===== src/rtl/debounce_pkg.sv =====
// debounce_pkg: shared state encoding and default timing for the button debouncer.
package debounce_pkg;
    typedef enum logic [1:0] {IDLE_LO, WAIT_HI, IDLE_HI, WAIT_LO} db_state_t;
    localparam int DEFAULT_DEBOUNCE_CYCLES = 1000000;
endpackage


===== src/rtl/debounce_channel.sv =====
// debounce_channel: two-flop synchronizer plus stability FSM for one button bit.
module debounce_channel
    import debounce_pkg::*;
#(
    parameter int DEBOUNCE_CYCLES = DEFAULT_DEBOUNCE_CYCLES
) (
    input  logic clk,
    input  logic reset,
    input  logic btn_raw,
    output logic btn_db,
    output logic btn_rise,
    output logic btn_fall
);
    localparam int CNT_W = $clog2(DEBOUNCE_CYCLES);
    localparam logic [CNT_W-1:0] LAST = CNT_W'(DEBOUNCE_CYCLES - 1);
    logic sync1, s;
    logic [CNT_W-1:0] cnt;
    db_state_t state;
    always_ff @(posedge clk) begin
        if (reset) begin
            sync1    <= 1'b0;
            s        <= 1'b0;
            state    <= IDLE_LO;
            cnt      <= '0;
            btn_db   <= 1'b0;
            btn_rise <= 1'b0;
            btn_fall <= 1'b0;
        end else begin
            sync1    <= btn_raw;
            s        <= sync1;
            btn_rise <= 1'b0;
            btn_fall <= 1'b0;
            case (state)
                IDLE_LO: if (s) begin
                    state <= WAIT_HI;
                    cnt   <= '0;
                end
                WAIT_HI: if (!s) begin
                    state <= IDLE_LO;
                    cnt   <= '0;
                end else if (cnt == LAST) begin
                    state    <= IDLE_HI;
                    btn_db   <= 1'b1;
                    btn_rise <= 1'b1;
                end else begin
                    cnt <= cnt + 1'b1;
                end
                IDLE_HI: if (!s) begin
                    state <= WAIT_LO;
                    cnt   <= '0;
                end
                WAIT_LO: if (s) begin
                    state <= IDLE_HI;
                    cnt   <= '0;
                end else if (cnt == LAST) begin
                    state    <= IDLE_LO;
                    btn_db   <= 1'b0;
                    btn_fall <= 1'b1;
                end else begin
                    cnt <= cnt + 1'b1;
                end
                default: state <= IDLE_LO;
            endcase
        end
    end
endmodule


===== src/rtl/button_debouncer.sv =====
// button_debouncer: bank of independent debounce channels, one per push-button.
module button_debouncer
    import debounce_pkg::*;
#(
    parameter int N_BTN           = 5,
    parameter int DEBOUNCE_CYCLES = DEFAULT_DEBOUNCE_CYCLES
) (
    input  logic             clk,
    input  logic             reset,
    input  logic [N_BTN-1:0] btn_raw,
    output logic [N_BTN-1:0] btn_db,
    output logic [N_BTN-1:0] btn_rise,
    output logic [N_BTN-1:0] btn_fall
);
    for (genvar i = 0; i < N_BTN; i++) begin : g_ch
        debounce_channel #(.DEBOUNCE_CYCLES(DEBOUNCE_CYCLES)) u_ch (
            .clk     (clk),
            .reset   (reset),
            .btn_raw (btn_raw[i]),
            .btn_db  (btn_db[i]),
            .btn_rise(btn_rise[i]),
            .btn_fall(btn_fall[i])
        );
    end
endmodule


===== config.mk =====
export PLATFORM = sky130hd
export DESIGN_NAME = button_debouncer
export DESIGN_NICKNAME = d
export VERILOG_FILES = /design/src/rtl/debounce_pkg.sv /design/src/rtl/debounce_channel.sv /design/src/rtl/button_debouncer.sv
export SDC_FILE = /design/constraint.sdc
export NUM_CORES = 1
export LEC_CHECK = 0
export ABC_AREA = 1
export BUFFER_PORTS_ARGS = -buffer_cell sky130_fd_sc_hd__buf_4
export CAP_MARGIN = 20
export CORE_ASPECT_RATIO = 0.75
export CORE_MARGIN = 2
export CORE_UTILIZATION = 40
export CTS_BUF_LIST = sky130_fd_sc_hd__clkbuf_2 sky130_fd_sc_hd__clkbuf_4 sky130_fd_sc_hd__clkbuf_8
export CTS_CLUSTER_DIAMETER = 150
export CTS_CLUSTER_SIZE = 12
export DETAILED_ROUTE_END_ITERATION = 8
export PLACE_DENSITY = 0.64
export SYNTH_ARGS = -nofsm -noshare
export SYNTH_HDL_FRONTEND = slang
export SYNTH_SLANG_ARGS = --single-unit

===== constraint.sdc =====
create_clock -name clk -period 1.7 [get_ports clk]
set_input_delay 0.17 -clock clk [delete_from_list [all_inputs] [get_ports clk]]
set_output_delay 0.17 -clock clk [all_outputs]
set_load 0.02 [all_outputs]

==> impl_summary.txt, run 1 <==
----------------------------------------------------
[Status]
  Outcome ... finished, final reports clean

[CTS]
  CTS tree ... done
  Clock root buffer ... sky130_fd_sc_hd__clkbuf_8
  H-tree lvl count ... 4
  Clock latency reported for the late side of the worst-skew pair ... 0.46 ns
  Clock slew seen by the registers of the worst setup and hold paths ... 0.09 ns
  Total clock buffers created by CTS ... 17
  Sinks on Clock Net ... about 140
  Count of buffers added by post-CTS timing repair for setup ... 0
  Deepest clock path buffer count ... 2

[Finish]
  Synth-to-layout area growth ... 12.5%
  Number of filler instances in the final layout ... roughly 1900
  Number of antenna repair diodes ... 0
  Post-Route Utilization ... a little under half
  Area occupied by registers ... 0.00271 mm²
  Most frequent standard cell in the layout excluding fill and tap cells ... sky130_fd_sc_hd__nand2_1
  NumNets Final ... 1255
  Area taken by multi-input logic gates ... 0.00415 mm²
  Commonest non-fill, non-tap cells in the layout ... sky130_fd_sc_hd__nand2_1, sky130_fd_sc_hd__inv_1, sky130_fd_sc_hd__nor2_1
  Share of final-layout standard cells stronger than drive strength 1 ... 12.4%
  Non-filler instance count after layout ... about 1500

[Floorplanning]
  Starting Density ... between 40% and 50%
  Chip Width ... 164 µm
  Core outline area ... 0.0187 mm²
  Die extent in y ... ~120 µm
  Die Area ... 0.0204 mm²
  Number of standard-cell rows in the floorplan ... between 40 and 50
  Top-Level Pins ... 22

[Setup path]
  Data required time of the worst path ... 2.09 ns
  Arr. time, crit path ... 1.96 ns
  Cells along the critical path ... ha_2, nand2_1, inv_1, nand2_1, nor3_1, nand2_1, o21bai_1, nand2_1, nor2_1
  Sort of element at the end of the critical path ... flop
  Source of the critical timing path ... g_ch[4].u_ch.cnt[0]$_SDFFE_PP0P_
  CP dominant cell by count ... sky130_fd_sc_hd__nand2_1
  Slowest stage cell on the critical path ... sky130_fd_sc_hd__dfxtp_2
  Classification of the worst setup path ... flop to flop
  Maximum net fanout on the critical path ... 4
  Worst reg-to-reg path cell count ... 9
  Critical Path Max Stage Delay ... 0.35 ns
  Type of element launching the critical path ... flop
  Endpoint of the worst register-to-register path ... g_ch[4].u_ch.cnt[2]$_SDFFE_PP0P_
  Worst r2r src ... g_ch[4].u_ch.cnt[0]$_SDFFE_PP0P_
  Largest delay share family, worst path ... simple AND/OR/NAND/NOR gates
  Number of buffer and inverter stages on the critical path ... 1
  Minimum setup slack among reg-to-reg paths ... 0.13 ns

[Global routing]
  First-pass GRT wire length ... 31.4 mm
  Total congestion overflow after global routing ... 0
  Pin count of the biggest net entering global routing ... 64
  Total global routing track utilization ... between 10% and 20%
  Number of antenna violations at the first check in global routing ... 0
  Number of global-route vias before repair ... 6647

[Min path]
  Launch point of the worst hold path ... reset
  Path category of the worst min-delay check ... primary input to flop
  Min-Delay Path Depth ... 4
  Capture endpoint of the worst hold path ... g_ch[1].u_ch.cnt[0]$_SDFFE_PP0P_

[STA]
  Normalized max-slew margin ... 72.0%
  Final Max Slew Viols ... 0
  Worst-margin pin slew ... roughly 0.42 ns
  Count of final setup violators ... 0
  Final Critical Period ... between 1.5 and 2 ns
  Worst Clk Skew ... 0.0138 ns
  Accumulated negative setup slack ... 0 ns
  Worst hold slack ... 0.207 ns
  RSZ-0062 raised after global routing ... no
  Period Utilization, post-route ... 92.3%
  Achievable frequency ... 0.638 GHz
  Final count of hold timing violations ... 0

[Placed design]
  Dpl hpwl ... 13.2 mm
  Placed cell count ... between 1000 and 1500
  Final weighted congestion in routability-driven placement ... 0.898
  Port buffer count ... 21

[Synthesis]
  Count of unique library cells instantiated by Yosys ... 45
  Share of synthesized registers carrying an async set or reset ... 0%
  Number of flops mapped to enable cells by yosys ... 0
  Mean instance size in the synthesized netlist ... about 6.4 µm²
  Syn Nets ... 1221
  Post-synth top area share ... 35.1%
  Sequential-to-total area share from yosys stat ... 35.1%
  Post-Syn Area ... 0.00769 mm²
  Post-synthesis instance total ... between 1000 and 1500
  Yosys warns ... 0
  #FFs+latches synth ... 135
  Most used flip-flop cell after synthesis ... sky130_fd_sc_hd__dfxtp_1
  Synth area leader ... sky130_fd_sc_hd__dfxtp_1
  Leading post-synthesis cells by cell area ... sky130_fd_sc_hd__dfxtp_1, sky130_fd_sc_hd__nand2_1, sky130_fd_sc_hd__nor2_1, sky130_fd_sc_hd__inv_1, sky130_fd_sc_hd__nand3_1

[Routing]
  First-pass DRT Iterations ... 6
  Routed WL ... 18.2 mm
  Final routed DRC violation total ... 0
  Vias ... 7456
  Mean routed wirelength per cell ... 12.1 µm
  Detailed Route Iter0 Violations ... 596
  Number of vias per cell ... 4.96
  Remaining antenna violation count ... 0

[Power]
  VDD IR max ... 0.422 mV
  Sum of internal, switching and leakage power ... roughly 6.2 mW
  Areal power density over the cells ... ~710 mW/mm²
  Cell leakage power ... 3.14 nW

[Job]
  Max-cap violations ... 0

----------------------------------------------------
stage by stage:
| stage | worst slack (ns) | cell area, µm² |
|---|---|---|
| after floorplan | 0.260 | 7690 |
| after global placement | 0.0639 | 8130 |
| after detailed placement | 0.0536 | 8130 |
| after CTS | 0.0147 | 8580 |
| after global routing | 0.00632 | 8650 |
| final | 0.132 | 8650 |
metal layers:
| layer | track usage (%) | wire length (µm) | up-vias |
|---|---|---|---|
| li1 | - | - | 3944 |
| met1 | 27.8 | 9550 | 3329 |
| met2 | 28.0 | 7540 | 169 |
| met3 | 4.13 | 930 | 14 |
| met4 | 6.09 | 160 | 0 |
| met5 | 0 | 0 | - |
area by class of cell:
cell class                      instances  area share (%)
Clock inverter                         15            1.82
Timing Repair Buffer                   51            4.90
Multi-Input combinational cell        862            48.0
Inverter                              176            7.69
Sequential cell                       135            31.3
Tap cell                              247            3.57
Clock buffer                           17            2.70
worst min-delay path: stages:
cell                       delay, ns
sky130_fd_sc_hd__buf_4          0.13
sky130_fd_sc_hd__clkinv_1       0.18
sky130_fd_sc_hd__nand2_1        0.08
sky130_fd_sc_hd__nor2_1         0.08
cells by family (layout without fill, tap and decap cells):
group | count (synthesis) | in the layout | synth area share, %
DFF | 135 | 135 | 35.1
buffers and inverters | 212 | 259 | 11.7
adders and majority gates | 5 | 5 | 0.814
and+or+nand+nor | 701 | 701 | 40.7
AOI/OAI and AO/OA | 148 | 148 | 10.7
xor gates and xnor gates | 8 | 8 | 1.01
power by group:
part | leakage, nW | total, mW | internal, mW | switching [mW]
Sequential | 1.09 | 3.19 | 3.18 | 0.0147
Combinational | 1.85 | 0.268 | 0.0810 | 0.187
Clock | 0.194 | 2.71 | 1.22 | 1.49
Total | 3.14 | 6.17 | 4.47 | 1.70
registers in the layout, indices dropped and copies added, names as in the netlist, named ones only:
signal / count
g_ch.u_ch.cnt: 100
g_ch.u_ch.btn_rise: 5
g_ch.u_ch.s: 5
g_ch.u_ch.btn_fall: 5
g_ch.u_ch.sync1: 5
g_ch.u_ch.state: 5
g_ch.u_ch.btn_db: 5
timing repair:
action | in CTS | in global routing
setup endpoints to repair | 0 | 44
endpoints found under the hold margin | 5 | 0
hold buffers | 5 | 0
resized for setup | 0 | 29
worst max-delay path by stage:
stage	slack, ns	cells past startpoint	end
2_1_floorplan	0.26	7	g_ch[3].u_ch.state[0]$_SDFFE_PP0P_
3_5_place_dp	0.05	8	g_ch[1].u_ch.cnt[10]$_SDFFE_PP0P_
5_1_grt	0.006	9	g_ch[2].u_ch.cnt[0]$_SDFFE_PP0P_
3_3_place_gp	0.06	7	g_ch[3].u_ch.state[0]$_SDFFE_PP0P_
6_report	0.13	9	g_ch[4].u_ch.cnt[2]$_SDFFE_PP0P_
4_1_cts	0.01	8	g_ch[1].u_ch.cnt[10]$_SDFFE_PP0P_
cells in the mapped netlist (all sizes together), types with 3 or more instances:
library cell,n
a21oi,78
buf,25
clkbuf,11
clkinv,3
dfxtp,135
ha,5
inv,173
nand2,321
nand3,116
nand3b,5
nand4,48
nor2,182
nor3,22
nor4,3
o21ai,51
o21bai,9
xor2,6
No activity file was read; power rests on OpenSTA's default activity.
==> run 2: changes to the inputs <==
--- a/config.mk
+++ b/config.mk
@@ -10,12 +10,12 @@
 export CAP_MARGIN = 20
 export CORE_ASPECT_RATIO = 0.75
 export CORE_MARGIN = 2
-export CORE_UTILIZATION = 40
+export CORE_UTILIZATION = 50
 export CTS_BUF_LIST = sky130_fd_sc_hd__clkbuf_2 sky130_fd_sc_hd__clkbuf_4 sky130_fd_sc_hd__clkbuf_8
 export CTS_CLUSTER_DIAMETER = 150
 export CTS_CLUSTER_SIZE = 12
 export DETAILED_ROUTE_END_ITERATION = 8
-export PLACE_DENSITY = 0.64
+export PLACE_DENSITY = 0.75
 export SYNTH_ARGS = -nofsm -noshare
 export SYNTH_HDL_FRONTEND = slang
 export SYNTH_SLANG_ARGS = --single-unit
==> run 2 against run 1 <==
Compared with the run above: sequential share of layout area increased by 0.13 points; global-route usage rose by 3.8 points; largest power group unchanged; worst hold slack got worse by 0.14 ns; maximum frequency is 2.1% lower; non-clock buffer count grew 5.
==> impl_summary.txt, run 2 (synthesized netlist as in run 1, its figures left out) <==
----------------------------------------------------
[Status]
  Outcome ... finished, final reports clean

[Global routing]
  Total global routing track utilization ... 22.9% (+3.8 points)
  First-pass GRT wire length ... 31.3 mm (-0.39%)
  Number of global-route vias before repair ... 6796 (+2.2%)
  Total congestion overflow after global routing ... 0 (unchanged)
  Number of antenna violations at the first check in global routing ... 0 (unchanged)
  Pin count of the biggest net entering global routing ... 29 (-55%)

[Power]
  Power dissipated by switching net loads ... 1.54 mW (-9.1%)
  Part of the power in combinational logic ... 4.6% (+0.3 points)
  Fraction of power spent switching nets ... 26.4% (-1.1 points)
  Cell leakage power ... 3.14 nW (+0.28%)
  Flop pwr share ... 54.6% (+2.9 points)
  Clock Power Share ... 40.8% (-3.1 points)
  VDD IR max ... 0.577 mV (+37%)
  Internal power ... 4.31 mW (-3.8%)
  Areal power density over the cells ... 680 mW/mm² (-4.6%)
  Sum of internal, switching and leakage power ... 5.85 mW (-5.2%)

[Finish]
  Most frequent standard cell in the layout excluding fill and tap cells ... sky130_fd_sc_hd__nand2_1
  Post-Route Utilization ... 56.8% (+10 points)
  Number of filler instances in the final layout ... 1456 (-24%)
  NumNets Final ... 1260 (+0.40%)
  Share of final-layout standard cells stronger than drive strength 1 ... 12.5% (+0.030 points)
  Final instance area ... 0.00860 mm² (-0.64%)
  Largest Register ... g_ch.u_ch.cnt
  Non-filler instance count after layout ... 1466 (-2.5%)
  Number of antenna repair diodes ... 0 (unchanged)
  Synth-to-layout area growth ... 11.8%
  Commonest non-fill, non-tap cells in the layout ... sky130_fd_sc_hd__nand2_1, sky130_fd_sc_hd__inv_1, sky130_fd_sc_hd__nor2_1
  Number of flip-flops under the largest register name ... 100 (unchanged)

[Min path]
  Path category of the worst min-delay check ... primary input to flop

[STA]
  Achievable frequency ... 0.624 GHz (-2.1%)
  Count of final setup violators ... 0 (unchanged)
  Worst hold slack ... 0.0622 ns (-0.145 ns)
  Period Utilization, post-route ... 94.3% (+2.0 points)
  Accumulated negative setup slack ... 0 ns (unchanged)
  Normalized max-slew margin ... 69.1% (-2.9 points)
  Final Critical Period ... 1.60 ns (+0.0342 ns)
  Worst Clk Skew ... 0.0122 ns (-0.00164 ns)
  RSZ-0062 raised after global routing ... yes
  Final count of hold timing violations ... 0 (unchanged)
  Worst-margin pin slew ... 0.464 ns (+0.0438 ns)
  Worst setup slack after layout ... 0.0974 ns (-0.0342 ns)
  Final Max Slew Viols ... 0 (unchanged)

[Floorplanning]
  Die extent in y ... 111 µm (-10%)
  Starting Density ... 50.8% (+9.6 points)
  Top-Level Pins ... 22 (unchanged)
  Number of standard-cell rows in the floorplan ... 39 (-9.3%)
  Chip Width ... 147 µm (-10%)
  Die Area ... 0.0164 mm² (-19%)
  Core outline area ... 0.0151 mm² (-19%)

[CTS]
  Total clock buffers created by CTS ... 17 (unchanged)
  Clock root buffer ... sky130_fd_sc_hd__clkbuf_8
  CTS tree ... done
  Clock latency reported for the late side of the worst-skew pair ... 0.46 ns (about the same)
  H-tree lvl count ... 4 (unchanged)
  Deepest clock path buffer count ... 2 (unchanged)
  Sinks on Clock Net ... 135 (unchanged)
  Clock slew seen by the registers of the worst setup and hold paths ... 0.08 ns (about the same)

[Routing]
  First-pass DRT Iterations ... 8 (+2)
  Routed WL ... 18.4 mm (+1.5%)
  Mean routed wirelength per cell ... 12.6 µm (+4.0%)
  Number of vias per cell ... 5.22 (+5.3%)
  Final routed DRC violation total ... 0 (unchanged)
  Detailed Route Iter0 Violations ... 629 (+5.5%)
  Remaining antenna violation count ... 0 (unchanged)
  Vias ... 7658 (+2.7%)

[Setup path]
  Number of buffer and inverter stages on the critical path ... 0 (-1)
  Cells along the critical path ... ha_2, nand2_1, nor2_4, nand2_2, nor2_4, nand3_1, nand2_1, o21ai_2, nor2_1
  Arr. time, crit path ... 1.99 ns (+0.03 ns)
  Largest delay share family, worst path ... simple AND/OR/NAND/NOR gates
  Maximum net fanout on the critical path ... 4 (unchanged)
  Data required time of the worst path ... 2.09 ns (about the same)
  Classification of the worst setup path ... flop to flop
  Slowest stage cell on the critical path ... sky130_fd_sc_hd__dfxtp_1
  Type of element launching the critical path ... flop
  Critical Path Max Stage Delay ... 0.37 ns (+0.02 ns)
  Sort of element at the end of the critical path ... flop

[Job]
  Max-cap violations ... 0 (unchanged)

[Placed design]
  Dpl hpwl ... 13.4 mm (+2.1%)
  Port buffer count ... 21 (unchanged)
  Worst slack at placement ... 0.0232 ns (-0.0304 ns)
  Cell area reported after detailed placement ... 0.00811 mm² (-0.34%)
  Placed cell count ... 1429 (-2.5%)
  Final weighted congestion in routability-driven placement ... 0.951 (+5.9%)

----------------------------------------------------
run 2: cell types whose count changed in the layout (fill, tap and decap cells not counted), sizes merged:
cell	delta
clkinvlp	+2
bufinv	-1
buf	+5
clkinv	+3
clkbuf	+1
inv	-5
run 2: final timing paths:
kind / start / end / slack (ns) / cells past startpoint
max: g_ch[4].u_ch.cnt[0]$_SDFFE_PP0P_ / flop / 0.1 / 9
min: reset / g_ch[1].u_ch.s$_SDFF_PP0_ / 0.06 / 2
max reg2reg: g_ch[4].u_ch.cnt[0]$_SDFFE_PP0P_ / flop / 0.1 / 9
min reg2reg: g_ch[1].u_ch.sync1$_SDFF_PP0_ / g_ch[1].u_ch.s$_SDFF_PP0_ / 0.41 / 2
run 2: final cells by class:
| type | count | area [µm²] | share of cell area [%] |
|---|---|---|---|
| timing repair buffer | 56 | 445 | 5.18 |
| inverter | 176 | 662 | 7.70 |
| sequential | 135 | 2710 | 31.5 |
| multi-input combinational | 862 | 4180 | 48.6 |
| clock inverter | 14 | 101 | 1.18 |
| clock buffer | 18 | 248 | 2.88 |
| tap | 205 | 256 | 2.98 |
run 2: worst reg2reg max path, delay by kind of cell, from the launching register on:
kind | cells | cell delay, ns
flip-flops | 1 | 0.37
adder cells (fa/ha/maj) | 1 | 0.22
AO/OA/AOI/OAI | 1 | 0.05
AND/OR/NAND/NOR | 7 | 0.90
run 2: power groups by stage:
stage	combinational, mW	sequential [mW]	clock (mW)
3_3_place_gp	0.256	3.27	0
2_1_floorplan	0.180	3.26	0
3_5_place_dp	0.258	3.27	0
4_1_cts	0.268	3.19	2.44
5_1_grt	0.298	3.19	2.59
6_report	0.271	3.19	2.38
run 2: timing repair:
item / in CTS / in global routing
hold buffers: 5 / 0
hold endpoints to repair: 5 / 0
endpoints found under the setup margin: 0 / 48
setup buffers: 0 / 0
gates resized for setup: 0 / 26
run 2: per-layer routing:
| metal | global-route usage [%] | part of all wire [%] | vias to the layer above |
|---|---|---|---|
| met1 | 32.7 | 49 | 3429 |
| met4 | 5.77 | 1.2 | 0 |
| met2 | 34.4 | 42 | 244 |
| li1 | - | - | 3956 |
| met5 | 0 | 0 | - |
| met3 | 6.23 | 7.1 | 29 |
